$ cat src/rtl/hazard_sb.sv
// Hazard and stall controller with a long-latency register scoreboard, branch/jump flushes
// and a stuck-stall watchdog. Optional stall/flush counters are enabled by HAZARD_SB_PERF_EN.
module hazard_sb #(
  parameter  int REG_W  = 6,
  parameter  int WDOG_W = 8,
  parameter  int CNT_W  = 32,
  localparam int NREG   = 1 << REG_W
) (
  input  logic              clk,
  input  logic              rst_n,
  input  logic [1:0]        jump_ID,
  input  logic              br_taken_EX,
  input  logic [REG_W-1:0]  rs_ID,
  input  logic [REG_W-1:0]  rt_ID,
  input  logic              rs_use_ID,
  input  logic              rt_use_ID,
  input  logic              long_ID,
  input  logic [REG_W-1:0]  long_dst_ID,
  input  logic              load_EX,
  input  logic [REG_W-1:0]  rt_EX,
  input  logic              long_done,
  input  logic [REG_W-1:0]  long_done_dst,
  input  logic              cache_stall,
  input  logic              alu_stall,
  output logic              stall_pc,
  output logic              stall_FD,
  output logic              stall_IE,
  output logic              stall_EM,
  output logic              stall_MW,
  output logic              flush_FD,
  output logic              flush_IE,
  output logic [NREG-1:0]   sb_busy,
  output logic              wdog_err,
  output logic [CNT_W-1:0]  cnt_stall,
  output logic [CNT_W-1:0]  cnt_flush
);

  localparam logic [WDOG_W-1:0] WDOG_MAX = '1;

  logic rs_hit, rt_hit, waw_hit;
  logic lu, sb, be, jmp, issue;
  logic [NREG-1:0]   set_mask, clr_mask;
  logic [WDOG_W-1:0] wdog_cnt;

  // A register completing this cycle is forwarded from WB, so it no longer blocks.
  assign rs_hit  = rs_use_ID && (rs_ID != '0) && sb_busy[rs_ID] &&
                   !(long_done && (long_done_dst == rs_ID));
  assign rt_hit  = rt_use_ID && (rt_ID != '0) && sb_busy[rt_ID] &&
                   !(long_done && (long_done_dst == rt_ID));
  assign waw_hit = long_ID && sb_busy[long_dst_ID] &&
                   !(long_done && (long_done_dst == long_dst_ID));

  assign lu  = load_EX && (rt_EX != '0) &&
               ((rs_use_ID && (rt_EX == rs_ID)) || (rt_use_ID && (rt_EX == rt_ID)));
  assign sb  = rs_hit || rt_hit || waw_hit;
  assign be  = cache_stall || alu_stall;
  assign jmp = (jump_ID == 2'b01) || (jump_ID == 2'b10);

  assign stall_pc = lu || sb || be;
  assign stall_FD = stall_pc;
  assign stall_IE = be;
  assign stall_EM = be;
  assign stall_MW = be;
  assign flush_IE = (lu || sb || br_taken_EX) && !be;
  assign flush_FD = (br_taken_EX || jmp) && !be;

  // An ID instruction squashed by a taken branch must not claim its destination.
  assign issue = long_ID && !stall_FD && !br_taken_EX;

  // NOTE: every always_comb output gets a default first so no latch can be inferred.
  always_comb begin
    set_mask = '0;
    clr_mask = '0;
    if (issue && (long_dst_ID != '0)) set_mask[long_dst_ID] = 1'b1;
    if (long_done)                    clr_mask[long_done_dst] = 1'b1;
  end

  // NOTE: the scoreboard is state, not storage: it must be reset so stale entries cannot stall.
  always_ff @(posedge clk) begin
    if (!rst_n) sb_busy <= '0;
    else        sb_busy <= (sb_busy & ~clr_mask) | set_mask;  // set wins on collision
  end

  always_ff @(posedge clk) begin
    if (!rst_n) begin
      wdog_cnt <= '0;
      wdog_err <= 1'b0;
    end else if (stall_pc) begin
      if (wdog_cnt != WDOG_MAX)              wdog_cnt <= wdog_cnt + WDOG_W'(1);
      if (wdog_cnt == (WDOG_MAX - WDOG_W'(1))) wdog_err <= 1'b1;
    end else begin
      wdog_cnt <= '0;
    end
  end

`ifdef HAZARD_SB_PERF_EN
  always_ff @(posedge clk) begin
    if (!rst_n) begin
      cnt_stall <= '0;
      cnt_flush <= '0;
    end else begin
      if (stall_pc && (cnt_stall != '1))              cnt_stall <= cnt_stall + CNT_W'(1);
      if ((flush_FD || flush_IE) && (cnt_flush != '1)) cnt_flush <= cnt_flush + CNT_W'(1);
    end
  end
`else
  assign cnt_stall = '0;
  assign cnt_flush = '0;
`endif

endmodule

$ cat config.mk
export PLATFORM = sky130hd
export DESIGN_NAME = hazard_sb
export DESIGN_NICKNAME = d
export VERILOG_FILES = /design/src/rtl/hazard_sb.sv
export SDC_FILE = /design/constraint.sdc
export NUM_CORES = 1
export LEC_CHECK = 0
export CAP_MARGIN = 20
export CORE_ASPECT_RATIO = 1.25
export CORE_MARGIN = 2
export CORE_UTILIZATION = 53
export DETAILED_ROUTE_END_ITERATION = 6
export PLACE_DENSITY = 0.85
export SYNTH_ARGS = -nofsm -noshare
export SYNTH_HDL_FRONTEND = slang
export SYNTH_SLANG_ARGS = --single-unit
$ cat constraint.sdc
create_clock -name clk -period 7.9 [get_ports clk]
set_clock_uncertainty 0.1 [all_clocks]
set_input_delay 1.58 -clock clk [delete_from_list [all_inputs] [get_ports clk]]
set_output_delay 1.58 -clock clk [all_outputs]
set_load 0.02 [all_outputs]
==> impl_metrics.ini, run 1 <==
[status]
outcome = complete, no violations

[die]
boundaryPins = 178
coreArea_um2 = 11600
fp.dieH_um = 125
rows = 44
die_area_um2 = 12700
start_util_pct = 54.0
die_w_um = 101

[placement]
portBuffers = 113
dp_hpwl_um = 17100
dpl_cell_area_um2 = 7050
gp_congestion = 0.997

[synth]
synth_area_leaders = dfxtp_1 (23%), mux4_2 (12%), buf_4 (8.7%), o211ai_1 (8.4%), o41ai_1 (4.6%)
synth_area_leader_cell = dfxtp_1
synth-edff-count = 0
yosysMostFrequentCell = dfxtp_1
syn_area_um2 = 6240
yosys-top-cells-count = dfxtp_1 (73), buf_4 (72), o211ai_1 (70)
async_flop_share_pct = 0
synth_seq_cells = 73
syn_avg_cell_area_um2 = 8.97
ys.flop_type = dfxtp_1
ys_warn_count = 0
netlist.area_leader.share_pct = 23.4
synth.distinct_cells = 63
seq_area_frac_synth_pct = 23.4
syn_inst = 696

[global_route]
global_route.usage.met3_pct = 7.99
grt.overflow.total = 0
antenna_found_initial = 0
grt_use_met1_pct = 45.9
globalRouteMet2Util_pct = 58.1
grt_max_degree = 77
top_usage_layer = met2
grt_usage_pct = 36.8
grt_pass1_wl_um = 35400
grt_pass1_vias = 6051

[final_layout]
syn2layout_area_growth_pct = 18.2
nNetsFinal = 808
postLayoutCellArea_um2 = 7380
drive_above_1_share_pct = 11.8
antennaDiodeCount = 0

[sta]
final_hold_viol_count = 0
slew_viol_final = 0
worst_pin_slew_ps = 912
relSlewSlack_pct = 38.7
fin_crit_ps = 6890
grt_setup_unrepaired = no
fin_crit_sh_pct = 87.2
tns_ps = 0
fmax_mhz = 145
setup_violations = 0

[clocking]
clock_latency_ps = 340
clock_tree.buffer_depth = 2
post_cts_resized = 0
cts-root-buf = clkbuf_16
cts_setup_buffers = 0
cts-hold-fix-buffers = 0
clock-sinks = 73
htreeDepth = 3
clk_pin_slew_ps = 60
cts_tree = yes
cts_buffers = 9

[detailed_routing]
via_per_inst = 7.05
drc = 0
dr.pass1.iters = 6
route.detailed.wl_per_inst_um = 26.3
vias = 6386
drtIter0Drc = 739
drt-total-wl_um = 23800
ant_nets = 0

[setup_path]
r2r_start = sb_busy[4]
r2r_slack_ps = 4810
path_class = in2out
required_ps = 6220
critPathCaptureType = output port
crit_fanout = 15
crit_path_start = rs_ID[0]
arrival_ps = 5210
worstSetupStartpointType = primary input

[power]
power_density_nw_per_um2 = 141
power_leakage_nw = 2.52
ir_worst_vdd_uv = 105

[min_path]
hold_class = reg2reg
holdCritStartpoint = wdog_err

[job]
maxCapViolations = 0
[flip-flops by register name (all words and copies together) (netlist names)]
name and flops:
wdog_err 1, wdog_cnt 8, sb_busy 64
[cell families (layout without fill, tap and decap cells)]
kind of cell | after synthesis | in the layout | share of synthesized area [%]
AO/OA/AOI/OAI | 196 | 196 | 24.1
AND/OR/NAND/NOR | 178 | 178 | 15.6
buffers and inverters | 148 | 157 | 14.8
flip-flops | 73 | 73 | 23.4
multiplexers | 64 | 64 | 16.9
XOR/XNOR | 34 | 34 | 4.77
adder cells (fa/ha/maj) | 2 | 2 | 0.401
other | 1 | 64 | 0.0601
[layout make-up]
type                            instances  area [µm²]
Fill cell                             992        4180
Inverter                               11        41.3
Tap cell                              138         173
Clock buffer                            9         225
Clock inverter                          6         108
Timing Repair Buffer                  131        1260
Sequential cell                        73        1460
Multi-Input combinational cell        538        4110
[where the power goes]
group	leakage (nW)	internal (W)	switching [W]
registers	0.588	0.000370	0.00000241
clock network	0.161	0.000305	0.000162
logic	1.77	0.0000625	0.000139
[stage by stage]
stage	setup WS, ps	hold WS (ps)	power (W)	utilization [%]	std cells
global placement	1120	406	0.000572	60.9	891
finish	1010	423	0.00104	63.8	906
floorplan	2400	445	0.000545	-	759
CTS	1020	425	0.00104	63.8	906
detailed placement	1050	411	0.000575	60.9	891
global route	826	443	0.00107	63.8	906
[layer usage]
metal,vias up,wire length [µm]
met5,-,0
met4,0,1360
met3,128,2520
met2,503,11200
met1,3041,8790
li1,2714,-
[path summary, 6_finish.rpt]
path | to | cells after the start
setup / recovery | stall_FD | 9
hold / removal | wdog_err | 1
setup reg to reg | sb_busy[2] | 8
hold reg to reg | wdog_err | 1
[worst max-delay path: stages]
cell             delay, ps
clkdlybuf4s50_1       1030
mux4_2                 610
mux2_2                 290
o22ai_1                190
nor4b_1                110
a31oi_4                300
and3_1                 430
nand2_1                120
clkdlybuf4s50_1        550
[placed cells by master (no fill, tap or decap), types with 4 or more instances in the layout]
cell / count
a221oi_1: 6
dfxtp_1: 73
buf_4: 18
clkdlybuf4s50_1: 112
mux2i_1: 23
nand2_1: 40
inv_1: 10
mux2_2: 9
conb_1: 64
o31ai_1: 27
o21ai_0: 11
xor2_1: 12
nor2b_1: 5
a211oi_1: 4
mux4_2: 32
xnor2_1: 22
nor3b_1: 4
nand3b_1: 7
nand4_1: 19
clkbuf_16: 9
nand2b_1: 7
nor2_1: 20
and3_1: 9
or3_1: 4
nand3_1: 35
nor3_1: 4
a21oi_1: 14
o41ai_1: 33
or2_2: 5
o211ai_1: 70
(Power assumes the default switching activity.)
==> inputs of run 2 (changes only) <==
REMOVE_ABC_BUFFERS = 1   (was unset)
==> run 2 against run 1 <==
Against the previous run: die area unchanged; highest routed layer unchanged; clock power shrank 4.3%; critical endpoint unchanged; via count increased by 2.1%; register-to-register slack better by 90 ps; setup slack lost 86 ps; non-clock buffer count is 1 lower; core utilization did not move; combinational power grew 4%; fmax shrank 1.2%; wire length decreased by 2.7%; critical path type unchanged.
==> impl_metrics.ini, run 2 (synthesis gave the netlist of run 1 again) <==
[status]
outcome = complete, no violations

[final_layout]
final_cells = 906
nNetsFinal = 807
final_util_pct = 63.8
final_cell_mix = clkdlybuf4s50_1 (112), dfxtp_1 (73), o211ai_1 (70)
drive_above_1_share_pct = 11.7
largest_reg_flops = 64
syn2layout_area_growth_pct = 18.2
regMostFlops = sb_busy
final_common_cell = clkdlybuf4s50_1
antennaDiodeCount = 0
top_regs = sb_busy x64, wdog_cnt x8, wdog_err x1
final.fill_count = 958

[power]
power_leakage_nw = 2.50
ir_worst_vdd_uv = 115
power_density_nw_per_um2 = 139

[sta]
fin_crit_sh_pct = 88.3
grt_setup_unrepaired = no
fin_crit_ps = 6980
fmax_mhz = 143
relSlewSlack_pct = 30.9
setup_violations = 0
tns_ps = 0
final_hold_viol_count = 0
slew_viol_final = 0
worst_pin_slew_ps = 1030

[clocking]
cts_tree = yes
cts-root-buf = clkbuf_16
post_cts_resized = 0
cts-hold-fix-buffers = 0
htreeDepth = 3
cts_buffers = 9
clock_latency_ps = 340
clock_tree.buffer_depth = 2
clk_pin_slew_ps = 60
clock-sinks = 73
cts_setup_buffers = 0

[setup_path]
path_class = in2out
r2r_slack_ps = 4900
slowest_delay_ps = 1150
arrival_ps = 5300
crit_buf_inv = 2
crit_fanout = 18
r2r_cells = 8
worstSetupStartpointType = primary input
crit_path_start = rs_ID[1]
required_ps = 6220
cp.depth = 8
critPathTopFamily = buffers and inverters
crit_end = stall_FD
worst_r2r_endpoint = sb_busy[11]
path_common_cell = clkdlybuf4s50_1
slowest_stage = clkdlybuf4s50_1
critPathCaptureType = output port
r2r_start = sb_busy[31]
crit_chain = clkdlybuf4s50_1 > mux4_2 > mux2_2 > a211oi_1 > or4_1 > and3_1 > nand2_1 > clkdlybuf4s50_1

[die]
fp.dieH_um = 125
start_util_pct = 54.0
die_area_um2 = 12700
rows = 44
coreArea_um2 = 11600
die_w_um = 101
boundaryPins = 178

[placement]
portBuffers = 113
place_inst = 889
dp_hpwl_um = 16100
gp_congestion = 1.05

[min_path]
hold_depth = 1
hold_class = reg2reg

[detailed_routing]
vias = 6519
ant_nets = 0
route.detailed.wl_per_inst_um = 25.6
via_per_inst = 7.20
drtIter0Drc = 911
drt-total-wl_um = 23200
dr.pass1.iters = 6
drc = 0

[global_route]
antenna_found_initial = 0
grt_max_degree = 77
grt_usage_pct = 36.2
grt_pass1_vias = 6126
grt_pass1_wl_um = 35300
grt.overflow.total = 0

[job]
maxCapViolations = 0
-- run 2: cell count changes in the layout (fill, tap and decap cells not counted) --
cell	previous run	this run
buf_4	18	16
clkbuf_1	0	1
bufinv_16	3	2
clkinvlp_4	1	3
inv_6	0	1
clkinv_2	2	0
buf_16	0	1
-- run 2: cell type report --
| cell class | count | area (µm²) | area share, % |
|---|---|---|---|
| Clock inverter | 6 | 91.3 | 1.24 |
| Multi-Input combinational cell | 538 | 4110 | 55.7 |
| Tap cell | 138 | 173 | 2.34 |
| Sequential cell | 73 | 1460 | 19.8 |
| Timing Repair Buffer | 130 | 1270 | 17.3 |
| Clock buffer | 10 | 229 | 3.10 |
| Inverter | 11 | 41.3 | 0.560 |
-- run 2: worst min-delay path by stage --
stage	from	to
floorplan	wdog_cnt[6]	wdog_cnt[6]
global placement	sb_busy[0]	sb_busy[0]
detailed placement	sb_busy[0]	sb_busy[0]
CTS	sb_busy[0]	sb_busy[0]
global route	sb_busy[0]	sb_busy[0]
finish	wdog_err	wdog_err
-- run 2: routing by layer --
| layer | part of all wire [%] | routed length [µm] | track usage (%) |
|---|---|---|---|
| met1 | 35 | 8150 | 46.6 |
| met4 | 4.7 | 1090 | 18.0 |
| met3 | 14 | 3200 | 9.67 |
| met5 | 0 | 0 | 0 |
| met2 | 46 | 10800 | 55.8 |
-- run 2: per-stage QoR --
step	instance area, µm²	worst slack [ps]	hold WS, ps	total power [W]
4_1_cts	7350	997	419	0.00102
2_1_floorplan	5600	2000	442	0.000480
3_3_place_gp	7030	1040	414	0.000575
6_report	7380	922	428	0.00103
3_5_place_dp	7030	1010	411	0.000578
5_1_grt	7380	767	427	0.00106
-- run 2: power breakdown --
group	internal, W	leakage, nW	switching (W)
Sequential	0.000370	0.588	0.00000209
Combinational	0.0000633	1.77	0.000146
Clock	0.000278	0.145	0.000169
Total	0.000711	2.50	0.000317
==> patch (settings of run 1) <==
Put one more register stage on the output `wdog_err`, cleared by the reset. The value now appears one clock later. The other outputs are not delayed to match.
--- a/src/rtl/hazard_sb.sv
+++ b/src/rtl/hazard_sb.sv
@@ -36,6 +36,8 @@
 );
 
   localparam logic [WDOG_W-1:0] WDOG_MAX = '1;
+
+  logic wdog_err_s0;
 
   logic rs_hit, rt_hit, waw_hit;
   logic lu, sb, be, jmp, issue;
@@ -84,10 +86,10 @@
   always_ff @(posedge clk) begin
     if (!rst_n) begin
       wdog_cnt <= '0;
-      wdog_err <= 1'b0;
+      wdog_err_s0 <= 1'b0;
     end else if (stall_pc) begin
       if (wdog_cnt != WDOG_MAX)              wdog_cnt <= wdog_cnt + WDOG_W'(1);
-      if (wdog_cnt == (WDOG_MAX - WDOG_W'(1))) wdog_err <= 1'b1;
+      if (wdog_cnt == (WDOG_MAX - WDOG_W'(1))) wdog_err_s0 <= 1'b1;
     end else begin
       wdog_cnt <= '0;
     end
@@ -108,5 +110,13 @@
   assign cnt_flush = '0;
 `endif
 
+  always_ff @(posedge clk) begin
+    if (!rst_n) begin
+      wdog_err <= '0;
+    end else begin
+      wdog_err <= wdog_err_s0;
+    end
+  end
+
 endmodule
 
Formal check against the unedited RTL: no difference found for any inputs over 4 cycles, from zero or initial values and one cycle with rst_n low; that may be too few to reach the edited logic, so the function may still have changed.
==> patch against run 1 <==
  * The flow now finishes with violations (design-rule violations)
  * Wire length fell by 5.9%
  * Clock power fell by 5.1%
  * Sequential cell count rose by 1
  * Area after synthesis fell by 2.9%
  * Worst setup slack got worse by 0.038 ns
  * Final area fell by 2.4%
  * Sequential power rose by 1%
  * Power fell by 2.8%
  * Utilization rose by 0.85 points
==> patch: results (changes against run 1) <==
[status]
status = finished, violations left
violations = design-rule violations

[pwr]
max-vdd-ir-drop_mv = 0.115  ; +9.8%

[synth]
avgSynthCellArea_sq_um = 9.34  ; +4.1%
yosys-top-cells-area = dfxtp_1 24%, mux4_2 12%, buf_4 8.4%, o211ai_1 7.4%, o31ai_1 5.2%
netlist_top_cells_count = 74 x dfxtp_1, 68 x buf_4, 60 x o211ai_1
ys_types = 64  ; +1.6%

[grt]
grt_usage_pct = 35.5  ; -1.3 points
grt_max_degree = 76  ; -1.3%
grt_pass1_wl_um = 33400  ; -5.7%

[layout]
area.sequential_sq_um = 1480  ; +1.4%
largestRegisters = sb_busy (64), wdog_cnt (8)
final_cells = 863  ; -4.7%

[worst_setup_path]
critPathCapture = stall_pc
r2r_start = sb_busy[8]
arrival_ns = 5.25  ; +0.04 ns
rr_endpoint = sb_busy[47]
slowest_delay_ns = 0.85  ; -0.18 ns
cp_max_fo = 14  ; -1

[min_path]
hold_start = wdog_err_s0

[routing]
wl_met3_um = 3240  ; +28%
drc = 5  ; +5
firstDrtPassIters = 7  ; +1
wl_um = 22400  ; -5.9%
drt_iter0_drc = 1019  ; +38%

[placement]
place_ws_ns = 1.08  ; +0.0377 ns
placed_area_sq_um = 6880  ; -2.4%
dp_hpwl_um = 15500  ; -9.8%

[timing]
hold-worst-slack_ns = 0.401  ; -0.0229 ns
setup_ws_ns = 0.970  ; -0.0381 ns
relSlewSlack_pct = 26.3  ; -12 points

patch: cell count changes in the layout (fill, tap and decap cells not counted), sizes merged, moves of 5 or more:
| cell | before | now |
|---|---|---|
| nand3 | 35 | 13 |
| o31ai | 27 | 42 |
| o211ai | 70 | 60 |
| buf | 19 | 10 |
| nand4 | 19 | 10 |
| o21ai | 13 | 4 |
| o41ai | 33 | 24 |
| nand2b | 7 | 15 |
| a21oi | 14 | 8 |
| xnor2 | 22 | 16 |
| xor2 | 12 | 18 |
| a221oi | 6 | 1 |
| o32ai | 0 | 5 |
patch: metal layers:
| layer | track usage [%] | vias to the layer above |
|---|---|---|
| li1 | - | 2548 |
| met2 | 56.3 | 670 |
| met5 | 0 | - |
| met1 | 42.0 | 2869 |
| met3 | 10.6 | 171 |
| met4 | 22.8 | 0 |
patch: cell type report:
cell class / count / share of cell area [%]
multi-input cells: 503 / 55.4
flip-flops and latches: 74 / 20.6
repair buffers: 122 / 16.6
clock buffers: 12 / 3.70
well taps: 135 / 2.35
clock inverters: 4 / 0.782
inverters: 13 / 0.678
patch: cells by family after synthesis:
kind of cell | synth area share [%]
AO/OA/AOI/OAI | 24.9
AND/OR/NAND/NOR | 14.2
multiplexers | 17.4
buffers and inverters | 13.7
flip-flops | 24.4
other | 0.0619
adder cells (fa/ha/maj) | 0.413
XOR/XNOR | 4.91
patch: report_power, final:
part | switching, W | total (W) | internal, W
Combinational | 0.000134 | 0.000192 | 0.0000579
Sequential | 0.00000212 | 0.000377 | 0.000375
Clock | 0.000169 | 0.000443 | 0.000273
Total | 0.000305 | 0.00101 | 0.000706
